--- src/rtl/ahb_slave_if.sv ---
// ---------------------------------------------------------------------------
// ahb_slave_if
// AHB-side front end of the AHB-to-APB bridge. Qualifies AHB transfers,
// decodes the address into a one-hot peripheral select, keeps two-stage
// address / write-data / direction pipelines for the APB controller and
// returns read data and the transfer response to the AHB master.
//
// Optional feature macro: AHB_SLV_ERR_RESP_EN
//   defined   : illegal transfers get a two-cycle AHB ERROR response
//   undefined : illegal transfers are silently dropped (OKAY response)
//
// Ports
//   hclk, hreset      clock, synchronous active-high reset
//   hsel, hwrite,
//   hready_in, htrans,
//   hsize, haddr,
//   hwdata            AHB master side inputs
//   prdata            APB read data
//   hr_readyout       ready from the APB controller
//   valid             qualified legal transfer this cycle (combinational)
//   temp_sel          one-hot peripheral select (combinational)
//   haddr_1/2,
//   hwdata_1/2,
//   hwrite_reg/_1     pipeline stages 1 and 2
//   hrdata            AHB read data (passthrough of prdata)
//   hreadyout, hresp  AHB ready and response
// ---------------------------------------------------------------------------
module ahb_slave_if #(
   parameter logic [31:0] BASE_ADDR = 32'h8000_0000,
   parameter logic [31:0] SLV_SIZE  = 32'h0400_0000
) (
   input  logic                hclk,
   input  logic                hreset,
   input  logic                hsel,
   input  logic                hwrite,
   input  logic                hready_in,
   input  logic [1:0]          htrans,
   input  logic [2:0]          hsize,
   input  logic [31:0]         haddr,
   input  logic [31:0]         hwdata,
   input  logic [31:0]         prdata,
   input  logic                hr_readyout,
   output logic                valid,
   output logic [2:0]          temp_sel,
   output logic [31:0]         haddr_1,
   output logic [31:0]         haddr_2,
   output logic [31:0]         hwdata_1,
   output logic [31:0]         hwdata_2,
   output logic                hwrite_reg,
   output logic                hwrite_reg_1,
   output logic [31:0]         hrdata,
   output logic                hreadyout,
   output logic [1:0]          hresp
);

   localparam int unsigned AW = 32;
   localparam int unsigned DW = 32;

   // Region limits kept two bits wider so 3*SLV_SIZE cannot wrap.
   localparam logic [AW+1:0] LIM1 = {2'b00, SLV_SIZE};
   localparam logic [AW+1:0] LIM2 = LIM1 + LIM1;
   localparam logic [AW+1:0] LIM3 = LIM2 + LIM1;

   logic [AW-1:0] off;
   logic          mapped;
   logic          aligned;
   logic          legal;
   logic          act;

   assign act = hsel & hready_in & htrans[1];
   assign off = haddr - BASE_ADDR;

   // Address decode; addresses below BASE_ADDR wrap to a huge offset.
   always_comb begin
      temp_sel = 3'b000;
      mapped   = 1'b1;
      if ({2'b00, off} < LIM1)      temp_sel = 3'b001;
      else if ({2'b00, off} < LIM2) temp_sel = 3'b010;
      else if ({2'b00, off} < LIM3) temp_sel = 3'b100;
      else                          mapped   = 1'b0;
   end

   // Size / natural alignment check; sizes above a word are illegal.
   always_comb begin
      aligned = 1'b0;
      case (hsize)
         3'b000:  aligned = 1'b1;
         3'b001:  aligned = ~haddr[0];
         3'b010:  aligned = (haddr[1:0] == 2'b00);
         default: aligned = 1'b0;
      endcase
   end

   assign legal  = mapped & aligned;
   assign hrdata = prdata;

   // Address, data and direction pipelines; frozen while the bus stalls.
   always_ff @(posedge hclk) begin
      if (hreset) begin
         haddr_1      <= '0;
         haddr_2      <= '0;
         hwdata_1     <= DW'(0);
         hwdata_2     <= DW'(0);
         hwrite_reg   <= 1'b0;
         hwrite_reg_1 <= 1'b0;
      end else if (hready_in) begin
         haddr_1      <= haddr;
         haddr_2      <= haddr_1;
         hwdata_1     <= hwdata;
         hwdata_2     <= hwdata_1;
         hwrite_reg   <= hwrite;
         hwrite_reg_1 <= hwrite_reg;
      end
   end

`ifdef AHB_SLV_ERR_RESP_EN
   localparam logic [1:0] ST_OK   = 2'b00;
   localparam logic [1:0] ST_ERR1 = 2'b01;
   localparam logic [1:0] ST_ERR2 = 2'b10;

   logic [1:0] state;
   logic [1:0] state_nxt;

   // Error response state register.
   always_ff @(posedge hclk) begin
      if (hreset) state <= ST_OK;
      else        state <= state_nxt;
   end

   // Two-cycle ERROR: first cycle stalls the master, second completes it.
   always_comb begin
      state_nxt = state;
      hreadyout = hr_readyout;
      hresp     = 2'b00;
      valid     = act & legal & ~hreset;
      case (state)
         ST_OK: begin
            if (act & ~legal) state_nxt = ST_ERR1;
         end
         ST_ERR1: begin
            hreadyout = 1'b0;
            hresp     = 2'b01;
            valid     = 1'b0;
            state_nxt = ST_ERR2;
         end
         ST_ERR2: begin
            hreadyout = 1'b1;
            hresp     = 2'b01;
            state_nxt = (act & ~legal) ? ST_ERR1 : ST_OK;
         end
         default: state_nxt = ST_OK;
      endcase
   end
`else
   // Illegal transfers are dropped with an OKAY response.
   always_comb begin
      hreadyout = hr_readyout;
      hresp     = 2'b00;
      valid     = act & legal & ~hreset;
   end
`endif

endmodule

--- config.mk ---
export PLATFORM = sky130hd
export DESIGN_NAME = ahb_slave_if
export DESIGN_NICKNAME = d
export VERILOG_FILES = /design/src/rtl/ahb_slave_if.sv
export SDC_FILE = /design/constraint.sdc
export NUM_CORES = 1
export LEC_CHECK = 0
export BUFFER_PORTS_ARGS = -buffer_cell sky130_fd_sc_hd__buf_2
export CORE_MARGIN = 10
export CORE_UTILIZATION = 30
export CTS_BUF_LIST = sky130_fd_sc_hd__clkbuf_16
export DETAILED_ROUTE_END_ITERATION = 7
export PLACE_DENSITY = 0.65
export SLEW_MARGIN = 40
export SYNTH_ARGS = -nofsm -noshare
export SYNTH_HDL_FRONTEND = slang
export SYNTH_SLANG_ARGS = --single-unit
export TNS_END_PERCENT = 30
--- constraint.sdc ---
create_clock -name hclk -period 4.2 [get_ports hclk]
set_clock_uncertainty 0.15 [all_clocks]
set_input_delay 0.84 -clock hclk [delete_from_list [all_inputs] [get_ports hclk]]
set_output_delay 0.84 -clock hclk [all_outputs]
set_load 0.005 [all_outputs]
==> results of run 1 <==
## final timing paths
kind / cells past startpoint / slack, ns / to
worst min-delay path: 2 / 0.33 / hwdata_2[26]$_SDFFE_PP0P_
worst min register to register: 2 / 0.33 / hwdata_2[26]$_SDFFE_PP0P_
worst max register to register: 2 / 3.36 / haddr_1[1]$_SDFFE_PP0P_
worst max-delay path: 5 / 1.16 / valid
## power by group
part | total, mW | internal (mW) | switching, mW
logic | 0.261 | 0.131 | 0.130
registers | 1.33 | 1.29 | 0.0372
clock network | 1.28 | 0.783 | 0.499
## routing by layer
| layer | wire [µm] | track usage, % |
|---|---|---|
| met3 | 1520 | 6.88 |
| met4 | 244 | 5.15 |
| met2 | 5550 | 16.9 |
| met1 | 5400 | 12.8 |
| met5 | 0 | 0 |
## per-stage QoR
| step | utilization (%) | instances |
|---|---|---|
| 2_1_floorplan | - | 467 |
| 3_3_place_gp | 36.6 | 828 |
| 3_5_place_dp | 36.7 | 828 |
| 4_1_cts | 39.8 | 856 |
| 5_1_grt | 39.8 | 856 |
| 6_report | 39.8 | 856 |
## cell type report
type	count	area (µm²)	area share, %
Tap cell	216	270	4.27
Timing Repair Buffer	210	1080	17.0
Clock buffer	17	425	6.72
Clock inverter	11	77.6	1.23
Multi-Input combinational cell	272	1870	29.6
Sequential cell	130	2600	41.1
## placed cells by master, fill, tap and decap left out, drive strengths merged
cell,netlist,final
conb,1,2
inv,0,2
buf,49,210
clkinvlp,0,1
o21a,1,1
nor2,131,131
clkinv,0,7
o22ai,1,1
mux2i,130,130
bufinv,0,1
a211oi,1,1
nor3b,2,2
nor3,1,1
or4b,1,1
clkbuf,16,17
dfxtp,130,130
and4,1,1
nand2,1,1
## cell families (layout without fill, tap and decap cells)
family	Yosys count	count (layout)	synth area share (%)
compound gates	3	3	0.540
buf+inv	65	238	8.08
flops	130	130	53.5
mux	130	130	26.7
other cells	1	2	0.0771
simple gates	137	137	11.1
## tightest hold or removal path, stage by stage (launching register included)
cell	delay [ns]
dfxtp_1	0.32
mux2i_1	0.06
nor2_1	0.07
==> results.sh, run 1 <==
export IMPL_ys_async_sr_fraction_pct=0
export IMPL_wirelength_um=12700
export IMPL_cts_resized=0
export IMPL_r2r_start="haddr_1[1]$_SDFFE_PP0P_"
export IMPL_slowest_delay_ns=0.57
export IMPL_clockBufferDepth=2
export IMPL_num_vias=3646
export IMPL_postSynthAreaPerCell_um2=10.4
export IMPL_synth_edf_count=0
export IMPL_worstHoldPathType="reg2reg"
export IMPL_clk_insertion_delay_late_ns=0.41
export IMPL_netlist_area_leader_share_pct=53.5
export IMPL_coreArea_mm2=0.0159
export IMPL_max_slew_margin_rel_pct=49.4
export IMPL_hold_viol=0
export IMPL_outcome="finished clean"
export IMPL_final_nets=738
export IMPL_place_ws_ns=1.15
export IMPL_cts_hold_buf=0
export IMPL_min_from="hwdata_2[26]$_SDFFE_PP0P_"
export IMPL_htreeDepth=4
export IMPL_wl_per_cell_um=14.9
export IMPL_critPathTopFamily="simple AND/OR/NAND/NOR gates"
export IMPL_drv_slew=0
export IMPL_grt_max_degree=67
export IMPL_postLayoutCellArea_mm2=0.00633
export IMPL_cts_buffers=17
export IMPL_clkSinkCount=130
export IMPL_crit_path_start_kind="primary input"
export IMPL_fin_ws_ns=1.16
export IMPL_num_fill_cells=1599
export IMPL_crit_required_ns=3.21
export IMPL_cts_tree="done"
export IMPL_place_congestion=0.781
export IMPL_row_count=46
export IMPL_clock_root_buffer="clkbuf_16"
export IMPL_grt_pass1_vias=3743
export IMPL_io_pin_count=276
export IMPL_yosys_top_cells_count="nor2_1, dfxtp_1, mux2i_1, buf_4, clkbuf_1"
export IMPL_detailed_place_hpwl_um=9110
export IMPL_area_growth_pct=30.0
export IMPL_initial_core_util_pct=30.6
export IMPL_antenna_found_initial=1
export IMPL_vias_per_cell=4.26
export IMPL_yosysTopAreaCell="dfxtp_1"
export IMPL_crit_buf_inv=2
export IMPL_ys_flop_type="dfxtp_1"
export IMPL_grt_setup_unrepaired="false"
export IMPL_die_area_mm2=0.0217
export IMPL_cp_common_cell="buf_2"
export IMPL_power_mw=2.87
export IMPL_ys_seq_elements=130
export IMPL_netlist_top_cells_area="dfxtp_1, mux2i_1, nor2_1, buf_4, buf_2"
export IMPL_portBuffers=206
export IMPL_final_layout_size_suffix_gt1_share_pct=36.9
export IMPL_setup_violations=0
export IMPL_path_clk_slew_ns=0.05
export IMPL_worstPathMaxFanout=4
export IMPL_worstSetupPathType="in2out"
export IMPL_post_route_period_util_pct=72.4
export IMPL_die_w_um=147
export IMPL_crit_arrival_ns=2.05
export IMPL_yosysMostFrequentCell="nor2_1"
export IMPL_setup_tns_ns=0
export IMPL_yosysUniqueCellTypes=15
export IMPL_tightest_slew_ns=0.759
export IMPL_cp_slowest_cell="or4b_4"
export IMPL_yosysWarnings=0
export IMPL_fin_crit_ns=3.04
export IMPL_p_leak_nw=3.34
export IMPL_grt_overflow=0
export IMPL_fmax_mhz=329
export IMPL_end_kind="output pin"
export IMPL_syn_inst=466
export IMPL_drcViolationCount=0
export IMPL_hold_ws_ns=0.333
export IMPL_postCtsSetupRepairBufs=0
export IMPL_peakVddDrop_uv=236
export IMPL_syn_cell_area_mm2=0.00486
export IMPL_worstPathCellList="buf_2, or4b_4, a211oi_2, and4_1, buf_2"
export IMPL_grtUsageTotal_pct=11.4
export IMPL_synth_seq_area_share_pct=53.5
export IMPL_timing_max_cap_violations=0
export IMPL_die_h_um=147
export IMPL_critPathLaunch="haddr[28]"
export IMPL_pwr_density_cell_mw_per_mm2=454
export IMPL_place_area_mm2=0.00582
export IMPL_insertedDiodeCount=0
export IMPL_firstDrtPassIters=4
export IMPL_drt_iter0_drc=110
export IMPL_antenna_left=0
export IMPL_grt_pass1_wl_um=20000
Note: power is estimated with default switching activity, not from simulation.
==> run 2, diff against run 1 <==
Clock period 4.2 ns to 2.9 ns, I/O delays scaled along.
==> run 2 against run 1 <==
Effect of this change: critical path depth unchanged; cell area increased by 2.3%; flip-flop and latch count is the same; combinational power increased by 45%; worst hold slack worse by 0.077 ns; die area stayed put; clock-buffer cell count unchanged; largest cell class unchanged.
==> results.sh, run 2 (synthesis gave the netlist of run 1 again) <==
export IMPL_outcome="finished clean"
export IMPL_hold_ws_ns=0.256
export IMPL_cp_slowest_cell="or4b_4"
export IMPL_setup_tns_ns=0
export IMPL_internal_power_mw=3.58
export IMPL_mostFrequentLayoutCell="buf_2"
export IMPL_wirelength_um=12700
export IMPL_cp_common_cell="buf_2"
export IMPL_regArea_mm2=0.00260
export IMPL_multi_input_area_mm2=0.00187
export IMPL_fmax_mhz=398
export IMPL_fin_crit_ns=2.51
export IMPL_grtUsageTotal_pct=11.4
export IMPL_firstDrtPassIters=3
export IMPL_wl_per_cell_um=14.8
export IMPL_clock_root_buffer="clkbuf_16"
export IMPL_place_congestion=0.772
export IMPL_timing_max_cap_violations=0
export IMPL_drv_slew=0
export IMPL_area_growth_pct=33.1
export IMPL_holdPathStages=3
export IMPL_p_clk_share_pct=50.1
export IMPL_die_h_um=147
export IMPL_die_w_um=147
export IMPL_cts_resized=0
export IMPL_postLayoutCellArea_mm2=0.00647
export IMPL_max_slew_margin_rel_pct=55.1
export IMPL_peakVddDrop_uv=340
export IMPL_worstHoldPathType="in2reg"
export IMPL_hold_viol=0
export IMPL_die_area_mm2=0.0217
export IMPL_insertedDiodeCount=0
export IMPL_min_to="hwdata_1[17]$_SDFFE_PP0P_"
export IMPL_grt_setup_unrepaired="false"
export IMPL_min_from="hwdata[17]"
export IMPL_worstPathCellList="buf_2, or4b_4, a211oi_2, and4_1, buf_2"
export IMPL_grt_pass1_wl_um=20100
export IMPL_cts_hold_buf=0
export IMPL_crit_path_start_kind="primary input"
export IMPL_initial_core_util_pct=30.6
export IMPL_drt_iter0_drc=101
export IMPL_final_cell_mix="buf_2, nor2_1, mux2i_1, dfxtp_1, clkbuf_16"
export IMPL_rrSetupSlack_ns=2.07
export IMPL_grt_pass1_vias=3695
export IMPL_end_kind="output pin"
export IMPL_crit_required_ns=2.17
export IMPL_cts_tree="done"
export IMPL_post_route_period_util_pct=86.6
export IMPL_detailed_place_hpwl_um=9090
export IMPL_drcViolationCount=0
export IMPL_crit_arrival_ns=1.78
export IMPL_row_count=46
export IMPL_critPathTopFamily="simple AND/OR/NAND/NOR gates"
export IMPL_place_area_mm2=0.00583
export IMPL_fin_util_pct=40.8
export IMPL_power_mw=4.62
export IMPL_postCtsSetupRepairBufs=0
export IMPL_path_clk_slew_ns=0.06
export IMPL_antenna_left=0
export IMPL_worstPathMaxFanout=4
export IMPL_cts_buffers=17
export IMPL_grt_overflow=0
export IMPL_grt_max_degree=131
export IMPL_p_switching_mw=1.03
export IMPL_num_fill_cells=1596
export IMPL_clk_insertion_delay_late_ns=0.40
export IMPL_pwr_share_seq_pct=41.7
export IMPL_final_nets=737
export IMPL_portBuffers=206
export IMPL_r2r_worst_path_cells=2
export IMPL_setup_violations=0
export IMPL_tightest_slew_ns=0.673
export IMPL_r2r_start="haddr_1[0]$_SDFFE_PP0P_"
export IMPL_r2r_end="haddr_2[0]$_SDFFE_PP0P_"
export IMPL_combPwrFrac_pct=8.2
export IMPL_crit_buf_inv=2
export IMPL_clkSinkCount=130
export IMPL_worstSetupPathType="in2out"
export IMPL_cp_depth=5
export IMPL_p_leak_nw=3.40
export IMPL_coreArea_mm2=0.0159
export IMPL_pwr_density_cell_mw_per_mm2=713
export IMPL_swShare_pct=22.4
export IMPL_io_pin_count=276
export IMPL_antenna_found_initial=0
export IMPL_vias_per_cell=4.22
export IMPL_critPathLaunch="haddr[28]"
export IMPL_num_vias=3626
export IMPL_clockBufferDepth=2
export IMPL_slowest_delay_ns=0.57
export IMPL_final_layout_size_suffix_gt1_share_pct=37.5
export IMPL_htreeDepth=4
run 2: cell types whose count changed in the layout (fill, tap and decap cells not counted), sizes merged:
| cell | previous run | this run |
|---|---|---|
| bufinv | 1 | 5 |
| buf | 210 | 209 |
run 2: worst min-delay path, stage by stage:
cell and delay (ns):
buf_2 0.07, mux2i_1 0.05, nor2_1 0.07
run 2: worst max path at each step:
stage / endpoint / slack, ns
finish: valid / 0.39
global route: valid / 0.35
CTS: valid / 0.38
detailed placement: valid / 0.38
global placement: valid / 0.40
floorplan: valid / 0.66
run 2: power groups by stage:
stage | registers [mW] | clock network (mW) | logic [mW]
after floorplan | 1.97 | 0 | 0.238
after global placement | 1.96 | 0 | 0.383
after detailed placement | 1.97 | 0 | 0.386
after CTS | 1.93 | 2.39 | 0.387
after global routing | 1.94 | 2.48 | 0.423
final | 1.93 | 2.31 | 0.378
run 2: final cells by class:
type / instances / area share [%]
sequential: 130 / 40.2
multi-input combinational: 272 / 28.9
timing repair buffer: 209 / 16.8
clock buffer: 17 / 6.57
tap: 216 / 4.17
clock inverter: 15 / 3.32
run 2: stage by stage:
stage / std cells / worst slack, ns
global route: 859 / 0.349
CTS: 859 / 0.384
finish: 859 / 0.388
floorplan: 467 / 0.659
global placement: 827 / 0.402
detailed placement: 827 / 0.383
run 2: layer usage:
layer,GRT usage (%),vias to the layer above,part of all wire (%)
li1,-,1835,-
met1,13.2,1609,44
met2,16.5,164,43
met3,7.19,18,11
met4,4.76,0,1.8
met5,0,-,0
